$ cat config.mk
export PLATFORM = sky130hd
export DESIGN_NAME = mat_mul_sequencer_flat
export DESIGN_NICKNAME = d
export VERILOG_FILES = /design/src/rtl/mat_mul_sequencer_if.sv /design/src/rtl/mat_mul_sequencer.sv /design/src/flat_wrapper.sv
export SDC_FILE = /design/constraint.sdc
export NUM_CORES = 1
export LEC_CHECK = 0
export ABC_CLOCK_PERIOD_IN_PS = 4900
export CORE_UTILIZATION = 55
export DETAILED_ROUTE_END_ITERATION = 7
export PLACE_DENSITY_LB_ADDON = 0.15
export SLEW_MARGIN = 20
export SYNTH_ARGS = -nofsm -noshare
export SYNTH_HDL_FRONTEND = slang
export SYNTH_SLANG_ARGS = --single-unit
$ cat constraint.sdc
create_clock -name clk -period 4.9 [get_ports clk]
set_input_delay 0.98 -clock clk [delete_from_list [all_inputs] [get_ports clk]]
set_output_delay 0.98 -clock clk [all_outputs]
set_load 0.005 [all_outputs]
$ cat src/rtl/mat_mul_sequencer_if.sv
// ---------------------------------------------------------------------------
// mat_mul_sequencer_if
//   Bundles the operand load port, run control, tree operand/result bus and
//   the result stream of mat_mul_sequencer.
//
//   Ports grouped here:
//     ld_valid/ld_ready/ld_sel/ld_row/ld_col/ld_data  element load handshake
//     start/busy/done                                 run control and status
//     Row_out/Col_out                                 operand vectors to tree
//     tree_result                                     tree output
//     res_valid/res_row/res_col/res_data              result stream C[i][j]
//
//   Modports:
//     slave  - the sequencer's view (drives status, operands, results)
//     master - the environment's view (drives loads, start, tree_result)
// ---------------------------------------------------------------------------
interface mat_mul_sequencer_if #(
  parameter int MATRIX_SIZE = 4,
  parameter int DATA_WIDTH  = 8,
  parameter int ACC_WIDTH   = 16
) ();

  localparam int IDX_W = (MATRIX_SIZE > 1) ? $clog2(MATRIX_SIZE) : 1;

  logic                              ld_valid;
  logic                              ld_ready;
  logic                              ld_sel;
  logic [IDX_W-1:0]                  ld_row;
  logic [IDX_W-1:0]                  ld_col;
  logic [DATA_WIDTH-1:0]             ld_data;

  logic                              start;
  logic                              busy;
  logic                              done;

  logic [MATRIX_SIZE*DATA_WIDTH-1:0] Row_out;
  logic [MATRIX_SIZE*DATA_WIDTH-1:0] Col_out;
  logic [ACC_WIDTH-1:0]              tree_result;

  logic                              res_valid;
  logic [IDX_W-1:0]                  res_row;
  logic [IDX_W-1:0]                  res_col;
  logic [ACC_WIDTH-1:0]              res_data;

  modport slave (
    input  ld_valid, ld_sel, ld_row, ld_col, ld_data, start, tree_result,
    output ld_ready, busy, done, Row_out, Col_out,
           res_valid, res_row, res_col, res_data
  );

  modport master (
    output ld_valid, ld_sel, ld_row, ld_col, ld_data, start, tree_result,
    input  ld_ready, busy, done, Row_out, Col_out,
           res_valid, res_row, res_col, res_data
  );

endinterface

$ cat src/rtl/mat_mul_sequencer.sv
// ---------------------------------------------------------------------------
// mat_mul_sequencer
//   Upstream driver for an NxN signed multiply/adder-tree datapath. Holds
//   operand matrices A and B (written one element per cycle while idle),
//   and on start presents one (row i of A, column j of B) pair per cycle in
//   row-major order. A tag pipeline matched to the tree latency attaches
//   the (i, j) indices to each tree result as it emerges.
//
//   Ports:
//     clk          rising-edge clock
//     rst          synchronous, active-high reset
//     bus (slave)  load port, start/busy/done, Row_out/Col_out to the tree,
//                  tree_result from the tree, res_* result stream
//     cycle_count  (only with MMS_CYCLE_CNT_EN) cycles spent busy in the
//                  most recent run
//
//   Build option:
//     MMS_CYCLE_CNT_EN  when defined, adds the cycle_count output port and
//                       its counter; otherwise both are absent.
//
//   Timing (start accepted in cycle 0, N=4, PIPE_LATENCY=3):
//     Row_out/Col_out valid cycles 1..16, res_valid cycles 5..20,
//     done in cycle 20, busy low again in cycle 21.
// ---------------------------------------------------------------------------
module mat_mul_sequencer #(
  parameter int MATRIX_SIZE  = 4,
  parameter int DATA_WIDTH   = 8,
  parameter int ACC_WIDTH    = 16,
  parameter int PIPE_LATENCY = 3
) (
  input  logic                clk,
  input  logic                rst,
  mat_mul_sequencer_if.slave  bus
`ifdef MMS_CYCLE_CNT_EN
  ,
  output logic [31:0]         cycle_count
`endif
);

  localparam int N  = MATRIX_SIZE;
  localparam int DW = DATA_WIDTH;
  localparam int IW = (N > 1) ? $clog2(N) : 1;

  typedef enum logic [1:0] {
    ST_IDLE  = 2'd0,
    ST_ISSUE = 2'd1,
    ST_DRAIN = 2'd2
  } state_t;

  // Index tag that travels alongside an operand pair through the tree.
  typedef struct packed {
    logic          vld;
    logic [IW-1:0] i;
    logic [IW-1:0] j;
  } tag_t;

  // Operand buffers; deliberately not reset so a reset keeps loaded data.
  logic [DW-1:0] a_mem_r [N][N];
  logic [DW-1:0] b_mem_r [N][N];

  state_t            state_r;
  state_t            state_nx_s;

  // Indices of the pair currently on Row_out/Col_out (valid when issue_vld_r).
  logic [IW-1:0]     cur_i_r;
  logic [IW-1:0]     cur_j_r;
  logic              issue_vld_r;
  logic [IW-1:0]     nxt_i_s;
  logic [IW-1:0]     nxt_j_s;
  logic              issue_nx_s;
  logic              last_pair_s;
  logic              ld_we_s;
  logic              pipe_busy_s;

  logic [N*DW-1:0]   row_out_r;
  logic [N*DW-1:0]   col_out_r;
  logic [N*DW-1:0]   row_nx_s;
  logic [N*DW-1:0]   col_nx_s;

  tag_t              pipe_r [PIPE_LATENCY];

  logic              res_valid_r;
  logic [IW-1:0]     res_row_r;
  logic [IW-1:0]     res_col_r;
  logic [ACC_WIDTH-1:0] res_data_r;
  logic              done_r;
  logic              busy_r;
  logic              ld_ready_r;

  assign last_pair_s = (cur_i_r == IW'(N-1)) && (cur_j_r == IW'(N-1));

  // Next-state logic: load enable, issue sequencing and run completion.
  always_comb begin
    state_nx_s = state_r;
    issue_nx_s = 1'b0;
    nxt_i_s    = cur_i_r;
    nxt_j_s    = cur_j_r;
    ld_we_s    = 1'b0;
    case (state_r)
      ST_IDLE: begin
        ld_we_s = bus.ld_valid;
        if (bus.start) begin
          state_nx_s = ST_ISSUE;
          issue_nx_s = 1'b1;
          nxt_i_s    = '0;
          nxt_j_s    = '0;
        end else begin
          state_nx_s = ST_IDLE;
        end
      end
      ST_ISSUE: begin
        if (last_pair_s) begin
          state_nx_s = ST_DRAIN;
        end else begin
          issue_nx_s = 1'b1;
          if (cur_j_r == IW'(N-1)) begin
            nxt_i_s = cur_i_r + IW'(1);
            nxt_j_s = '0;
          end else begin
            nxt_j_s = cur_j_r + IW'(1);
          end
        end
      end
      ST_DRAIN: begin
        // done_r marks the cycle the final result is on the outputs.
        if (done_r && !pipe_busy_s) begin
          state_nx_s = ST_IDLE;
        end else begin
          state_nx_s = ST_DRAIN;
        end
      end
      default: begin
        state_nx_s = ST_IDLE;
      end
    endcase
  end

  // Tag pipe occupancy, including the pair currently being presented.
  always_comb begin
    pipe_busy_s = issue_vld_r;
    for (int k = 0; k < PIPE_LATENCY; k++) begin
      pipe_busy_s = pipe_busy_s | pipe_r[k].vld;
    end
  end

  // Operand vectors for the next pair. A load in the start cycle is
  // forwarded so the first issue already sees the freshly written element.
  always_comb begin
    row_nx_s = '0;
    col_nx_s = '0;
    if (issue_nx_s) begin
      for (int k = 0; k < N; k++) begin
        row_nx_s[k*DW +: DW] =
          (ld_we_s && !bus.ld_sel && (bus.ld_row == nxt_i_s) && (bus.ld_col == IW'(k)))
            ? bus.ld_data : a_mem_r[nxt_i_s][k];
        col_nx_s[k*DW +: DW] =
          (ld_we_s && bus.ld_sel && (bus.ld_row == IW'(k)) && (bus.ld_col == nxt_j_s))
            ? bus.ld_data : b_mem_r[k][nxt_j_s];
      end
    end else begin
      row_nx_s = '0;
      col_nx_s = '0;
    end
  end

  // Operand buffer writes, accepted only while idle and out of reset.
  always_ff @(posedge clk) begin
    if (!rst && ld_we_s) begin
      if (bus.ld_sel) begin
        b_mem_r[bus.ld_row][bus.ld_col] <= bus.ld_data;
      end else begin
        a_mem_r[bus.ld_row][bus.ld_col] <= bus.ld_data;
      end
    end
  end

  // FSM state, issue registers, tag pipe and registered result outputs.
  always_ff @(posedge clk) begin
    if (rst) begin
      state_r     <= ST_IDLE;
      cur_i_r     <= '0;
      cur_j_r     <= '0;
      issue_vld_r <= 1'b0;
      row_out_r   <= '0;
      col_out_r   <= '0;
      for (int k = 0; k < PIPE_LATENCY; k++) begin
        pipe_r[k] <= '0;
      end
      res_valid_r <= 1'b0;
      res_row_r   <= '0;
      res_col_r   <= '0;
      res_data_r  <= '0;
      done_r      <= 1'b0;
      busy_r      <= 1'b0;
      ld_ready_r  <= 1'b1;
    end else begin
      state_r     <= state_nx_s;
      cur_i_r     <= nxt_i_s;
      cur_j_r     <= nxt_j_s;
      issue_vld_r <= issue_nx_s;
      row_out_r   <= row_nx_s;
      col_out_r   <= col_nx_s;
      // Stage 0 holds the tag one cycle after its operands were presented,
      // so the last stage lines up with tree_result.
      pipe_r[0]   <= '{vld: issue_vld_r, i: cur_i_r, j: cur_j_r};
      for (int k = 1; k < PIPE_LATENCY; k++) begin
        pipe_r[k] <= pipe_r[k-1];
      end
      res_valid_r <= pipe_r[PIPE_LATENCY-1].vld;
      if (pipe_r[PIPE_LATENCY-1].vld) begin
        res_row_r  <= pipe_r[PIPE_LATENCY-1].i;
        res_col_r  <= pipe_r[PIPE_LATENCY-1].j;
        res_data_r <= bus.tree_result;
      end
      done_r      <= pipe_r[PIPE_LATENCY-1].vld &&
                     (pipe_r[PIPE_LATENCY-1].i == IW'(N-1)) &&
                     (pipe_r[PIPE_LATENCY-1].j == IW'(N-1));
      busy_r      <= (state_nx_s != ST_IDLE);
      ld_ready_r  <= (state_nx_s == ST_IDLE);
    end
  end

`ifdef MMS_CYCLE_CNT_EN
  logic [31:0] cyc_cnt_r;

  // Busy-cycle counter: restarts on each accepted start, holds when idle.
  always_ff @(posedge clk) begin
    if (rst) begin
      cyc_cnt_r <= 32'd0;
    end else if ((state_r == ST_IDLE) && bus.start) begin
      cyc_cnt_r <= 32'd0;
    end else if (busy_r) begin
      cyc_cnt_r <= cyc_cnt_r + 32'd1;
    end else begin
      cyc_cnt_r <= cyc_cnt_r;
    end
  end

  assign cycle_count = cyc_cnt_r;
`endif

  assign bus.ld_ready  = ld_ready_r;
  assign bus.busy      = busy_r;
  assign bus.done      = done_r;
  assign bus.Row_out   = row_out_r;
  assign bus.Col_out   = col_out_r;
  assign bus.res_valid = res_valid_r;
  assign bus.res_row   = res_row_r;
  assign bus.res_col   = res_col_r;
  assign bus.res_data  = res_data_r;

endmodule
$ cat src/flat_wrapper.sv
// flat-port wrapper written by rule: the top's interface ports become plain ports
module mat_mul_sequencer_flat 
#(
  parameter int MATRIX_SIZE  = 4,
  parameter int DATA_WIDTH   = 8,
  parameter int ACC_WIDTH    = 16,
  parameter int PIPE_LATENCY = 3
)
  (clk, rst, bus_ld_valid, bus_ld_sel, bus_ld_row, bus_ld_col, bus_ld_data, bus_start, bus_tree_result, bus_ld_ready, bus_busy, bus_done, bus_Row_out, bus_Col_out, bus_res_valid, bus_res_row, bus_res_col, bus_res_data);
  mat_mul_sequencer_if #(.MATRIX_SIZE(MATRIX_SIZE), .DATA_WIDTH(DATA_WIDTH), .ACC_WIDTH(ACC_WIDTH)) bus_i ();
  input  logic clk;
  input  logic rst;
  input wire logic [$bits(bus_i.ld_valid)-1:0] bus_ld_valid;
  input wire logic [$bits(bus_i.ld_sel)-1:0] bus_ld_sel;
  input wire logic [$bits(bus_i.ld_row)-1:0] bus_ld_row;
  input wire logic [$bits(bus_i.ld_col)-1:0] bus_ld_col;
  input wire logic [$bits(bus_i.ld_data)-1:0] bus_ld_data;
  input wire logic [$bits(bus_i.start)-1:0] bus_start;
  input wire logic [$bits(bus_i.tree_result)-1:0] bus_tree_result;
  output wire logic [$bits(bus_i.ld_ready)-1:0] bus_ld_ready;
  output wire logic [$bits(bus_i.busy)-1:0] bus_busy;
  output wire logic [$bits(bus_i.done)-1:0] bus_done;
  output wire logic [$bits(bus_i.Row_out)-1:0] bus_Row_out;
  output wire logic [$bits(bus_i.Col_out)-1:0] bus_Col_out;
  output wire logic [$bits(bus_i.res_valid)-1:0] bus_res_valid;
  output wire logic [$bits(bus_i.res_row)-1:0] bus_res_row;
  output wire logic [$bits(bus_i.res_col)-1:0] bus_res_col;
  output wire logic [$bits(bus_i.res_data)-1:0] bus_res_data;
  assign bus_i.ld_valid = bus_ld_valid;
  assign bus_i.ld_sel = bus_ld_sel;
  assign bus_i.ld_row = bus_ld_row;
  assign bus_i.ld_col = bus_ld_col;
  assign bus_i.ld_data = bus_ld_data;
  assign bus_i.start = bus_start;
  assign bus_i.tree_result = bus_tree_result;
  assign bus_ld_ready = bus_i.ld_ready;
  assign bus_busy = bus_i.busy;
  assign bus_done = bus_i.done;
  assign bus_Row_out = bus_i.Row_out;
  assign bus_Col_out = bus_i.Col_out;
  assign bus_res_valid = bus_i.res_valid;
  assign bus_res_row = bus_i.res_row;
  assign bus_res_col = bus_i.res_col;
  assign bus_res_data = bus_i.res_data;
  mat_mul_sequencer #(.MATRIX_SIZE(MATRIX_SIZE), .DATA_WIDTH(DATA_WIDTH), .ACC_WIDTH(ACC_WIDTH), .PIPE_LATENCY(PIPE_LATENCY)) u_core (.clk(clk), .rst(rst), .bus(bus_i));
endmodule
==> run metrics <==
status=finished, final reports clean; DRT iter0 DRCs=around 580; hold_buf cts=0; worst slew pin tran=0.915 ns; fmax=approximately 330 MHz; post-synth net total=913; total power=6.46 mW; Area Growth Syn to Fin=20.9%; Die Ht=159 µm; min cycle time layout=3.07 ns; Post-synth top flop=edfxtp_1; DRT Pass-1 Iters=7; GPL Wtd Cong=0.769; fin worst setup slack=1.83 ns; first-pass GRT wire length=~43 mm; Netlist cell types=37; Num CTS Buffers=38; commonest non-fill, non-tap cells in the layout=256 x edfxtp_1, 119 x clkdlybuf4s50_1, 109 x dfxtp_1; CP arrival=3.49 ns; Layout Skew=a little over 0.01 ns; max-cap violations=0; Leak Pwr=5.31 nW; Final Hold Viols=0; sequential area share after synthesis=0.730; H-Tree Level Count=2; Peak VDD IR=0.309 mV; Core Util, Final=0.675; DR vias/cell=5.69; Starting Density=0.558; Pins Over Slew Limit=0; post-route DRC violation count=0; Ports=121; postcts setup bufs=0; dpl hpwl=15.6 mm; Synth Register Bits=366; gr usage total=0.221; data required time of the worst path=5.32 ns; Yosys warnings=0; Slew headroom=0.372; Async S/R FF share, synth=0; hold_ws=0.432 ns; most common cell after layout, fill and taps aside=edfxtp_1; wire per inst=roughly 20 µm; Detail Route Antenna Nets=0; Nets=1040; Syn Area/Cell=15.4 µm²; clk_lat worst skew=0.51 ns; Mapped Area=13500 µm²; Crit. End Element=flip-flop; Placed Instances=around 1300; Root Buffer=clkbuf_16; # resized after CTS=0; Die ar.=25300 µm²; critical path launch point type=flip-flop; Layout Cells excl Fill=roughly 1400; HP Class=flip-flop to flip-flop; Reg clk slew, reported paths=0.06 ns; WL final=roughly 27 mm; RSZ-0062 raised after global routing=no; setup_tns=0 ns; vias=7734; Post-synth EDFFs=256; Final setup viols=0; CTS tree=built; Crit Path Max Fanout=33; setup slack on the worst flop-to-flop path=1.83 ns; vias in the first global route=7688; Placement Setup Slack=about 1.3 ns; number of antenna violations at the first check in global routing=0; die span in x=159 µm; I/O Buffers=between 100 and 150; antenna diode count=0; Clock Tree Buf Depth=3; FP Rows=57; share of cells above drive strength 1=0.126; critical path class=flip-flop to flip-flop; Synth Instances=878; final period utilization=0.626; pin count of the biggest net entering global routing=67; Core ar.=around 24000 µm²; Overflow after GRT=0; CTS Sinks=366; pwr dens=395 nW/µm²; Finished Cell Area=16400 µm²; DP Area=15100 µm²
==> worst paths after layout <==
check	start	to	cells after the start
max	u_core.cur_j_r[0]$_SDFF_PP0_	u_core.bus.Row_out[10]$_SDFF_PP0_	8
max reg2reg	u_core.cur_j_r[0]$_SDFF_PP0_	u_core.bus.Row_out[10]$_SDFF_PP0_	8
min	u_core.pipe_r[0][7]$_SDFF_PP0_	u_core.pipe_r[0][12]$_SDFF_PP0_	1
min reg2reg	u_core.pipe_r[0][7]$_SDFF_PP0_	u_core.pipe_r[0][12]$_SDFF_PP0_	1
==> cells in the mapped netlist, types with 2 or more instances <==
cell type / n / area [µm²]
a21oi_1: 68 / 340
a221o_1: 33 / 330
a221oi_2: 5 / 75.1
a31oi_1: 4 / 25.0
and3_1: 3 / 18.8
buf_1: 5 / 18.8
buf_2: 5 / 25.0
clkbuf_1: 43 / 161
dfxtp_1: 110 / 2200
edfxtp_1: 256 / 7690
ha_1: 2 / 25.0
inv_1: 6 / 22.5
mux2_2: 2 / 22.5
mux2i_1: 85 / 851
mux4_2: 32 / 721
nand2_1: 72 / 270
nand2b_1: 4 / 25.0
nand3_1: 9 / 45.0
nor2_1: 93 / 349
nor2b_1: 18 / 113
nor3_4: 4 / 65.1
nor4_1: 2 / 12.5
o21ai_1: 3 / 15.0
==> critical path, stage by stage (launching register included) <==
cell and delay (ns):
dfxtp_1 0.44, ha_1 0.29, and2b_1 0.23, mux2_2 0.38, a22oi_2 0.58, buf_4 0.46
a21oi_1 0.08, a221o_1 0.33, a21oi_1 0.17
==> where the power goes <==
group          internal, mW  switching [mW]  leakage, nW
sequential             3.35          0.0211         3.20
clock                  1.68            1.11        0.612
combinational         0.149           0.161         1.50
total                  5.17            1.29         5.31
==> state kept, by name, indices dropped and copies added (netlist names) <==
name / cells
u_core.bus.busy: 1
u_core.bus.res_data: 16
u_core.cur_j_r: 2
u_core.bus.ld_ready: 1
u_core.bus.done: 1
u_core.bus.Col_out: 32
u_core.pipe_r: 15
u_core.bus.res_valid: 1
u_core.state_r: 2
u_core.bus.res_row: 2
u_core.issue_vld_r: 1
u_core.bus.Row_out: 32
u_core.cur_i_r: 2
u_core.bus.res_col: 2
u_core.b_mem_r: 128
u_core.a_mem_r: 128
==> per-layer routing <==
metal	GRT usage	up-vias	routed length [µm]
li1	-	3557	-
met1	0.313	3861	11800
met2	0.353	270	13000
met3	0.0400	46	1770
met4	0.0608	0	501
met5	0	-	0
==> cell families (layout without fill, tap and decap cells) <==
| kind of cell | after synthesis | in the layout | synth area share |
|---|---|---|---|
| flops | 366 | 366 | 0.730 |
| simple gates | 214 | 214 | 0.0717 |
| mux | 119 | 119 | 0.118 |
| compound gates | 117 | 117 | 0.0607 |
| buf+inv | 60 | 217 | 0.0176 |
| fa+ha+maj | 2 | 2 | 0.00185 |
==> final cells by class <==
class	count	area, µm²
timing repair buffer	141	1350
inverter	6	22.5
clock inverter	13	93.8
clock buffer	57	1150
tap	324	405
multi-input combinational	452	3460
sequential	366	9890
fill	1701	7880
(Power assumes the default switching activity.)
